### config.mk
export PLATFORM = sky130hd
export DESIGN_NAME = fetch_stage
export DESIGN_NICKNAME = d
export VERILOG_FILES = /design/src/rtl/pipe_pkg.sv /design/src/rtl/if_id_reg.sv /design/src/rtl/fetch_stage.sv
export SDC_FILE = /design/constraint.sdc
export NUM_CORES = 1
export LEC_CHECK = 0
export BUFFER_PORTS_ARGS = -buffer_cell sky130_fd_sc_hd__buf_2
export CAP_MARGIN = 20
export CORE_MARGIN = 8
export CORE_UTILIZATION = 50
export DETAILED_ROUTE_END_ITERATION = 10
export HOLD_SLACK_MARGIN = 0.05
export PLACE_DENSITY = 0.82
export SETUP_SLACK_MARGIN = 0.1
export SYNTH_ARGS = -nofsm -noshare
export SYNTH_HDL_FRONTEND = slang
export SYNTH_SLANG_ARGS = --single-unit
### constraint.sdc
create_clock -name clk -period 2.6 [get_ports clk]
set_clock_uncertainty 0.1 [all_clocks]
set_input_delay 0.26 -clock clk [delete_from_list [all_inputs] [get_ports clk]]
set_output_delay 0.26 -clock clk [all_outputs]
set_load 0.02 [all_outputs]
### src/rtl/pipe_pkg.sv
// Shared pipeline definitions: fetch FSM states, widths and reset/bubble defaults
// used by the fetch stage and the downstream pipeline registers.
package pipe_pkg;

    localparam int PIPE_ADDR_W = 32;
    localparam int PIPE_INST_W = 32;

    localparam logic [PIPE_ADDR_W-1:0] DEF_RESET_PC = '0;
    localparam logic [PIPE_INST_W-1:0] DEF_NOP_INST = '0;

    typedef enum logic [1:0] {
        S_IDLE  = 2'd0,
        S_FETCH = 2'd1,
        S_FULL  = 2'd2,
        S_DRAIN = 2'd3
    } fetch_state_e;

endpackage

### src/rtl/if_id_reg.sv
// IF/ID pipeline register: loads a fetched instruction, inserts a bubble,
// or holds its contents when neither control is active.
module if_id_reg
    import pipe_pkg::*;
#(
    parameter int                ADDR_W   = PIPE_ADDR_W,
    parameter int                DATA_W   = PIPE_INST_W,
    parameter logic [DATA_W-1:0] NOP_INST = DATA_W'(DEF_NOP_INST)
) (
    input  logic              clk,
    input  logic              rst_n,
    input  logic              load,
    input  logic              bubble,
    input  logic [DATA_W-1:0] inst_in,
    input  logic [ADDR_W-1:0] pc4_in,
    output logic [DATA_W-1:0] inst,
    output logic [ADDR_W-1:0] pc4,
    output logic              valid
);

    logic [DATA_W-1:0] inst_q, inst_d;
    logic [ADDR_W-1:0] pc4_q, pc4_d;
    logic              valid_q, valid_d;

    // Bubble wins over load so a flush can never let an instruction through.
    always_comb begin
        inst_d  = inst_q;
        pc4_d   = pc4_q;
        valid_d = valid_q;
        if (bubble) begin
            inst_d  = NOP_INST;
            pc4_d   = '0;
            valid_d = 1'b0;
        end else if (load) begin
            inst_d  = inst_in;
            pc4_d   = pc4_in;
            valid_d = 1'b1;
        end
    end

    always_ff @(posedge clk or negedge rst_n) begin
        if (!rst_n) begin
            inst_q  <= NOP_INST;
            pc4_q   <= '0;
            valid_q <= 1'b0;
        end else begin
            inst_q  <= inst_d;
            pc4_q   <= pc4_d;
            valid_q <= valid_d;
        end
    end

    assign inst  = inst_q;
    assign pc4   = pc4_q;
    assign valid = valid_q;

endmodule

### src/rtl/fetch_stage.sv
// Instruction fetch: owns the PC, a one-entry fetch buffer and the IF/ID register,
// and talks to a variable-latency instruction memory over req/ack.
module fetch_stage
    import pipe_pkg::*;
#(
    parameter int                ADDR_W   = PIPE_ADDR_W,
    parameter int                DATA_W   = PIPE_INST_W,
    parameter logic [ADDR_W-1:0] RESET_PC = ADDR_W'(DEF_RESET_PC),
    parameter logic [DATA_W-1:0] NOP_INST = DATA_W'(DEF_NOP_INST)
) (
    input  logic              clk,
    input  logic              rst,
    input  logic              PCWrite,
    input  logic              IF_ID_Write,
    input  logic              Redirect,
    input  logic [ADDR_W-1:0] RedirectPC,
    output logic              imem_req,
    output logic [ADDR_W-1:0] imem_addr,
    input  logic              imem_ack,
    input  logic [DATA_W-1:0] imem_rdata,
    output logic [DATA_W-1:0] IF_ID_Inst,
    output logic [ADDR_W-1:0] IF_ID_PC4,
    output logic              IF_ID_Valid,
    output logic              FetchStall
);

    fetch_state_e      state_q, state_d;
    logic [ADDR_W-1:0] pc_q, pc_d;
    logic [ADDR_W-1:0] addr_q, addr_d;
    logic              req_q, req_d;
    logic [DATA_W-1:0] buf_q, buf_d;

    logic              avail;
    logic              deliver;
    logic              ifid_bubble;
    logic [ADDR_W-1:0] pc_plus4;
    logic [DATA_W-1:0] deliver_inst;

    always_comb begin
        avail        = ((state_q == S_FETCH) && imem_ack) || (state_q == S_FULL);
        deliver      = avail && PCWrite && IF_ID_Write && !Redirect;
        ifid_bubble  = Redirect || (IF_ID_Write && !deliver);
        pc_plus4     = pc_q + ADDR_W'(4);
        deliver_inst = (state_q == S_FULL) ? buf_q : imem_rdata;
        FetchStall   = IF_ID_Write && !avail && !Redirect;

        state_d = state_q;
        pc_d    = pc_q;
        buf_d   = buf_q;

        if (Redirect) begin
            pc_d  = RedirectPC & ~ADDR_W'(3);
            buf_d = NOP_INST;
            // An unacknowledged access must still complete before the new PC goes out.
            if ((state_q == S_FETCH || state_q == S_DRAIN) && !imem_ack)
                state_d = S_DRAIN;
            else
                state_d = S_FETCH;
        end else begin
            case (state_q)
                S_IDLE: state_d = S_FETCH;
                S_FETCH: begin
                    if (imem_ack) begin
                        if (deliver) begin
                            pc_d = pc_plus4;
                        end else begin
                            buf_d   = imem_rdata;
                            state_d = S_FULL;
                        end
                    end
                end
                S_FULL: begin
                    if (deliver) begin
                        pc_d    = pc_plus4;
                        state_d = S_FETCH;
                    end
                end
                S_DRAIN: begin
                    if (imem_ack)
                        state_d = S_FETCH;
                end
                default: state_d = S_IDLE;
            endcase
        end

        req_d  = (state_d == S_FETCH) || (state_d == S_DRAIN);
        // While draining, the memory still sees the killed address, not the new PC.
        addr_d = (state_d == S_DRAIN) ? addr_q : pc_d;
    end

    always_ff @(posedge clk or negedge rst) begin
        if (!rst) begin
            state_q <= S_IDLE;
            pc_q    <= RESET_PC;
            addr_q  <= RESET_PC;
            req_q   <= 1'b0;
            buf_q   <= NOP_INST;
        end else begin
            state_q <= state_d;
            pc_q    <= pc_d;
            addr_q  <= addr_d;
            req_q   <= req_d;
            buf_q   <= buf_d;
        end
    end

    assign imem_req  = req_q;
    assign imem_addr = addr_q;

    if_id_reg #(
        .ADDR_W   (ADDR_W),
        .DATA_W   (DATA_W),
        .NOP_INST (NOP_INST)
    ) u_if_id_reg (
        .clk     (clk),
        .rst_n   (rst),
        .load    (deliver),
        .bubble  (ifid_bubble),
        .inst_in (deliver_inst),
        .pc4_in  (pc_plus4),
        .inst    (IF_ID_Inst),
        .pc4     (IF_ID_PC4),
        .valid   (IF_ID_Valid)
    );

endmodule

Yosys cells after proc, flatten, opt, wreduce, memory -nomap -nowiden
Index checks and enable logic that the tools add are counted.
Storage, ports and cells
  flip-flop bits (word level): 164
  input bits: 70
  output and inout bits: 99
  word-level logic and storage cells: 58
Cells by class
  add/sub/neg operators: 1
  eq/ne operators: 6
  mux-type cells: 22
  reductions and logical operators: 21
Operator list (count)
  32-bit 2-to-1 mux: 12
  32-bit one-hot mux with 2 select lines: 1
  32-bit by 3-bit adder with 32-bit output, second input constant: 1
  2-bit 2-to-1 mux: 6
  1-bit logical AND: 8
  2-bit one-hot mux with 4 select lines: 1
  2-bit == test, second input constant: 3
  2-bit nonzero test: 3
  2-bit by 1-bit == test with 1-bit output, second input constant: 2
  1-bit logical NOT: 4
  1-bit logical OR: 4
  3-bit AND reduction: 1
  2-bit logical NOT: 1
  1-bit 2-to-1 mux: 2
  2-bit != test, second input constant: 1

Logic depth before layout (Yosys ltp)
  depth after elaboration: 12
  mapped depth: 10

Hierarchy
From an unflattened synthesis, not the netlist that was laid out.
Unflattened totals
  cells, all modules: 830
  area, all modules: 8643.3 µm²
Modules (own cells, without submodules)
  fetch_stage: instances 1, cells an instance 621, area an instance 6005.8 µm², sequential area each 2452.4 µm²
  if_id_reg: instances 1, cells an instance 209, area an instance 2637.5 µm², sequential area each 1626.6 µm²

Worst setup path before layout
OpenSTA, ideal clock, no wires.
  kind: reg-to-reg
  start: register state_q[0]
  end: register addr_q[10], in the netlist imem_addr[10]
  setup time: 0.125 ns
  data arrival time: 2.386 ns
  data required time: 2.375 ns
  path slack: -0.011 ns
  cell stages (with the launch flop): 9
  path buffers: 3
  clock period less this slack: 2.611 ns
  cell sequence: dfrtp_1 -> ha_1 -> clkbuf_1 -> and2_0 -> buf_2 -> o221ai_1 -> a22o_2 -> buf_2 -> mux2_2
Between the ends
  longest elaborated chain between the ends: 11
  elaborated cells between the ends (all ways): 23
  those cells by class: eq/ne (4); mux (11); reduce/logical (8)
RTL lines
  start: declaration: RTL line fetch_stage.sv:27  | fetch_state_e state_q, state_d;
  start signal: assignment: RTL line fetch_stage.sv:99  | state_q <= state_d;
  2-bit by 1-bit == test with 1-bit output: RTL line fetch_stage.sv:40, fetch_stage.sv:55, fetch_stage.sv:60
  1-bit logical AND: RTL line fetch_stage.sv:40  | avail = ((state_q == S_FETCH) && imem_ack) || (state_q == S_FULL);
  1-bit logical OR: RTL line fetch_stage.sv:40
  1-bit logical AND (3 in a row): RTL line fetch_stage.sv:41  | deliver = avail && PCWrite && IF_ID_Write && !Redirect;
  2-bit 2-to-1 mux: RTL line fetch_stage.sv:64  | if (deliver) begin
  2-bit 2-to-1 mux: RTL line fetch_stage.sv:63  | if (imem_ack) begin
  2-bit one-hot mux with 4 select lines: RTL line fetch_stage.sv:60  | case (state_q)
  2-bit 2-to-1 mux: RTL line fetch_stage.sv:51  | if (Redirect) begin
  2-bit == test: RTL line fetch_stage.sv:88  | addr_d = (state_d == S_DRAIN) ? addr_q : pc_d;
  end signal: assignment: RTL line fetch_stage.sv:101  | addr_q <= addr_d;
  end: declaration: RTL line fetch_stage.sv:29  | logic [ADDR_W-1:0] addr_q, addr_d;
Several ways; a longest one is shown, not always the timed one.
A chain may end at the register's enable or synchronous reset.

Worst setup path after layout
  start: register pc_q[4]
  end: register addr_q[20], in the netlist imem_addr[20]
Between the ends
  longest elaborated chain between the ends: 5
RTL lines
  start: declaration: RTL line fetch_stage.sv:28  | logic [ADDR_W-1:0] pc_q, pc_d;
  start signal: assignment: RTL line fetch_stage.sv:100  | pc_q <= pc_d;
  32-bit by 3-bit adder with 32-bit output *: RTL line fetch_stage.sv:43  | pc_plus4 = pc_q + ADDR_W'(4);
  32-bit 2-to-1 mux *: RTL line fetch_stage.sv:64, fetch_stage.sv:73
  32-bit 2-to-1 mux: RTL line fetch_stage.sv:63
  32-bit one-hot mux with 2 select lines *: RTL line fetch_stage.sv:60
  32-bit 2-to-1 mux *: RTL line fetch_stage.sv:51
  named net pc_d[20]: RTL line fetch_stage.sv:28
Mark *: on every way through the listed nets, which the timed path passes. The rest lies on a longest branch.

==> impl_metrics.toml <==
[die]
die_w_um = 142
start_util_pct = 50.5
core_um2 = 15700
pin_count = 169
die_area_um2 = 20100
die_y_um = 142
rows = 46

[routing]
drtIter0Drc = 790
drc = 0
wire_per_inst_um = 19.9
postRouteAntennaNets = 0
vias = 7326
routed_via_density = 5.96
drt-total-wl_um = 24400
firstDrtPassIters = 6

[timing]
relSlewSlack_pct = 56.0
final.period_utilization_pct = 93.5
setup_viol = 0
fin_setup_tns_ns = 0
worstMarginPinSlew_ns = 0.660
fmax_mhz = 411
rsz0062_at_grt = "true"
final_hold_viol_count = 0
maxSlewViolCount = 0
min_period_ns = 2.43

[power]
p_sw_w = 0.00335
p_leak_nw = 4.79
power.internal_w = 0.00575
power_per_cell_area_nw_per_um2 = 890
switching_share_pct = 36.8
ir_drop_v = 0.000668
p_seq_share_pct = 38.1
p_comb_share_pct = 33.9
clkPwrFrac_pct = 28.0

[critical_path]
cp-start-kind = "flop"
crit_slowest_cell = "or4_4"
cp.required_ns = 2.82
cp_cell_sequence = "nand4_4 -> or4_4 -> or4_1 -> o311a_2 -> mux2_4"
critical_path_class = "reg -> reg"
critPathLaunch = "pc_q[4]"
slowest_delay_ns = 0.60
worstReg2RegStart = "pc_q[4]"
crit_fanout = 8
rr_worst_depth = 5
crit_arrival_ns = 2.65
end_kind = "flop"

[clock_network]
numCtsBuffers = 17
cts_tree = "built"
clk-insertion-delay-late_ns = 0.44
clk_pin_slew_ns = 0.06
cts_root_buf = "clkbuf_16"
clockBufferDepth = 2
cts.sinks = 163
htreeDepth = 4

[logic_synthesis]
netlist_instances = 779
synth_top_family_by_area = "simple AND/OR/NAND/NOR gates"
async_flop_share_pct = 100
synth_xor_area_share_pct = 2.88
ys_types = 72
ys_ff_latch = 163
muxShareOfSynthArea_pct = 7.92
avgSynthCellArea_um2 = 10.1
ys_seq_area_share_pct = 51.6
synth-edff-count = 0
yosysWarnings = 0
synthesis.area_um2 = 7900
synthFlopType = "dfrtp_1"
synth-compound-area-share_pct = 16.3
synth_fa_ha_area_share_pct = 0.792
yosys.area_share.simple_pct = 16.6
synth_nets = 854

[global_routing]
antenna_found_initial = 0
overflow = 0
first_global_vias = 7291
grt_max_degree = 61
grt_pass1_wl_um = 38300
track_usage_pct = 24.3

[hold_path]
holdCritPathClass = "in -> reg"
hold_start = "IF_ID_Write"
min_path_cells = 3

[place]
post_dp_cell_area_um2 = 9110
io_buffers = 166
dpl.hpwl_um = 16300
gp_congestion = 0.947

[final_layout]
design_area_um2 = 10200
layout_commonest_cell = "buf_2"
final_cell_mix = "buf_2, dfrtp_1, nand2_1, o21ai_0, dlygate4sd3_1"
syn2layout_area_growth_pct = 29.4
drive_gt1_share_pct = 28.3
final_nets = 1074
nFillCells = 1234

[flow_run]
maxCapViolCount = 0

[outcome]
status = "completed"
-- per-layer routing --
metal	wire length (µm)	up-vias	track usage [%]
met4	1010	0	12.9
li1	-	3276	-
met1	9850	3555	30.6
met3	2100	94	6.38
met5	0	-	0
met2	11500	401	37.7
-- flip-flops by register name, summed over array words and instances, names as in the netlist --
register and flops:
pc_q 32, u_if_id_reg.pc4 32, u_if_id_reg.valid 1, state_q 2, imem_addr 32, buf_q 32
u_if_id_reg.inst 32
-- area by class of cell --
| type | instances | area, µm² | share of cell area (%) |
|---|---|---|---|
| Sequential cell | 163 | 4080 | 39.9 |
| Multi-Input combinational cell | 552 | 3530 | 34.6 |
| Timing Repair Buffer | 256 | 1700 | 16.6 |
| Clock buffer | 20 | 457 | 4.47 |
| Tap cell | 216 | 270 | 2.64 |
| Clock inverter | 12 | 145 | 1.42 |
| Inverter | 9 | 33.8 | 0.331 |
| Antenna cell | 1 | 2.50 | 0.0245 |
-- cell usage after synthesis, types with 9 or more instances --
| cell | number | area share [%] |
|---|---|---|
| mux2i_1 | 34 | 4.3 |
| nand2_1 | 134 | 6.4 |
| a31oi_1 | 10 | 0.79 |
| a21oi_1 | 30 | 1.9 |
| o21ai_0 | 69 | 4.4 |
| xnor2_1 | 20 | 2.2 |
| and2_1 | 9 | 0.71 |
| and3_1 | 9 | 0.71 |
| nor2_1 | 16 | 0.76 |
| nand3_1 | 24 | 1.5 |
| mux2_2 | 24 | 3.4 |
| nor3_1 | 19 | 1.2 |
| inv_1 | 9 | 0.43 |
| a22o_1 | 21 | 2.3 |
| clkbuf_1 | 32 | 1.5 |
| nand4_1 | 14 | 1.1 |
| dfrtp_1 | 163 | 52 |
-- per-stage QoR --
step	hold slack, ns	std cells	worst slack [ns]	total power (W)	utilization (%)
6_report	0.0650	1229	0.168	0.00909	65.3
5_1_grt	0.0654	1228	0.0855	0.00951	65.3
4_1_cts	0.0526	1227	0.0984	0.00906	65.1
3_5_place_dp	0.187	1146	0.110	0.00643	58.2
3_3_place_gp	0.179	1146	0.174	0.00636	58.2
2_1_floorplan	-0.136	779	0.121	0.00532	-
-- critical path: cells and delay by family, from the launching register on --
| family | cells | cell delay (ns) |
|---|---|---|
| multiplexers | 1 | 0.26 |
| AND/OR/NAND/NOR | 3 | 1.27 |
| flip-flops | 1 | 0.52 |
| AO/OA/AOI/OAI | 1 | 0.16 |
-- final timing paths --
kind / endpoint / slack [ns]
worst max-delay path: imem_addr[20] / 0.17
worst min-delay path: u_if_id_reg.pc4[0] / 0.07
worst max register to register: imem_addr[20] / 0.17
worst min register to register: u_if_id_reg.pc4[27] / 0.37
max in group asynchronous: buf_q[30] / 1.39
min in group asynchronous: imem_addr[13] / 0.28
-- power by group through the flow --
| stage | sequential [W] | combinational, W | clock, W |
|---|---|---|---|
| finish | 0.00346 | 0.00308 | 0.00255 |
| global route | 0.00352 | 0.00330 | 0.00270 |
| CTS | 0.00345 | 0.00303 | 0.00258 |
| detailed placement | 0.00348 | 0.00295 | 0 |
| global placement | 0.00346 | 0.00290 | 0 |
| floorplan | 0.00372 | 0.00161 | 0 |
-- what timing repair did --
action,CTS,global route
hold endpoints to repair,123,0
setup buffers,0,0
gates resized for setup,0,6
hold buffers,49,0
setup endpoints to repair,1,11
-- cells by family (layout without fill, tap and decap cells) --
| kind of cell | count (synthesis) | in the layout |
|---|---|---|
| buffers and inverters | 64 | 297 |
| adder cells (fa/ha/maj) | 5 | 5 |
| flip-flops | 163 | 163 |
| XOR/XNOR | 26 | 26 |
| multiplexers | 59 | 59 |
| other | 0 | 1 |
| AO/OA/AOI/OAI | 195 | 195 |
| AND/OR/NAND/NOR | 267 | 267 |
Note: power is estimated with default switching activity, not from simulation.
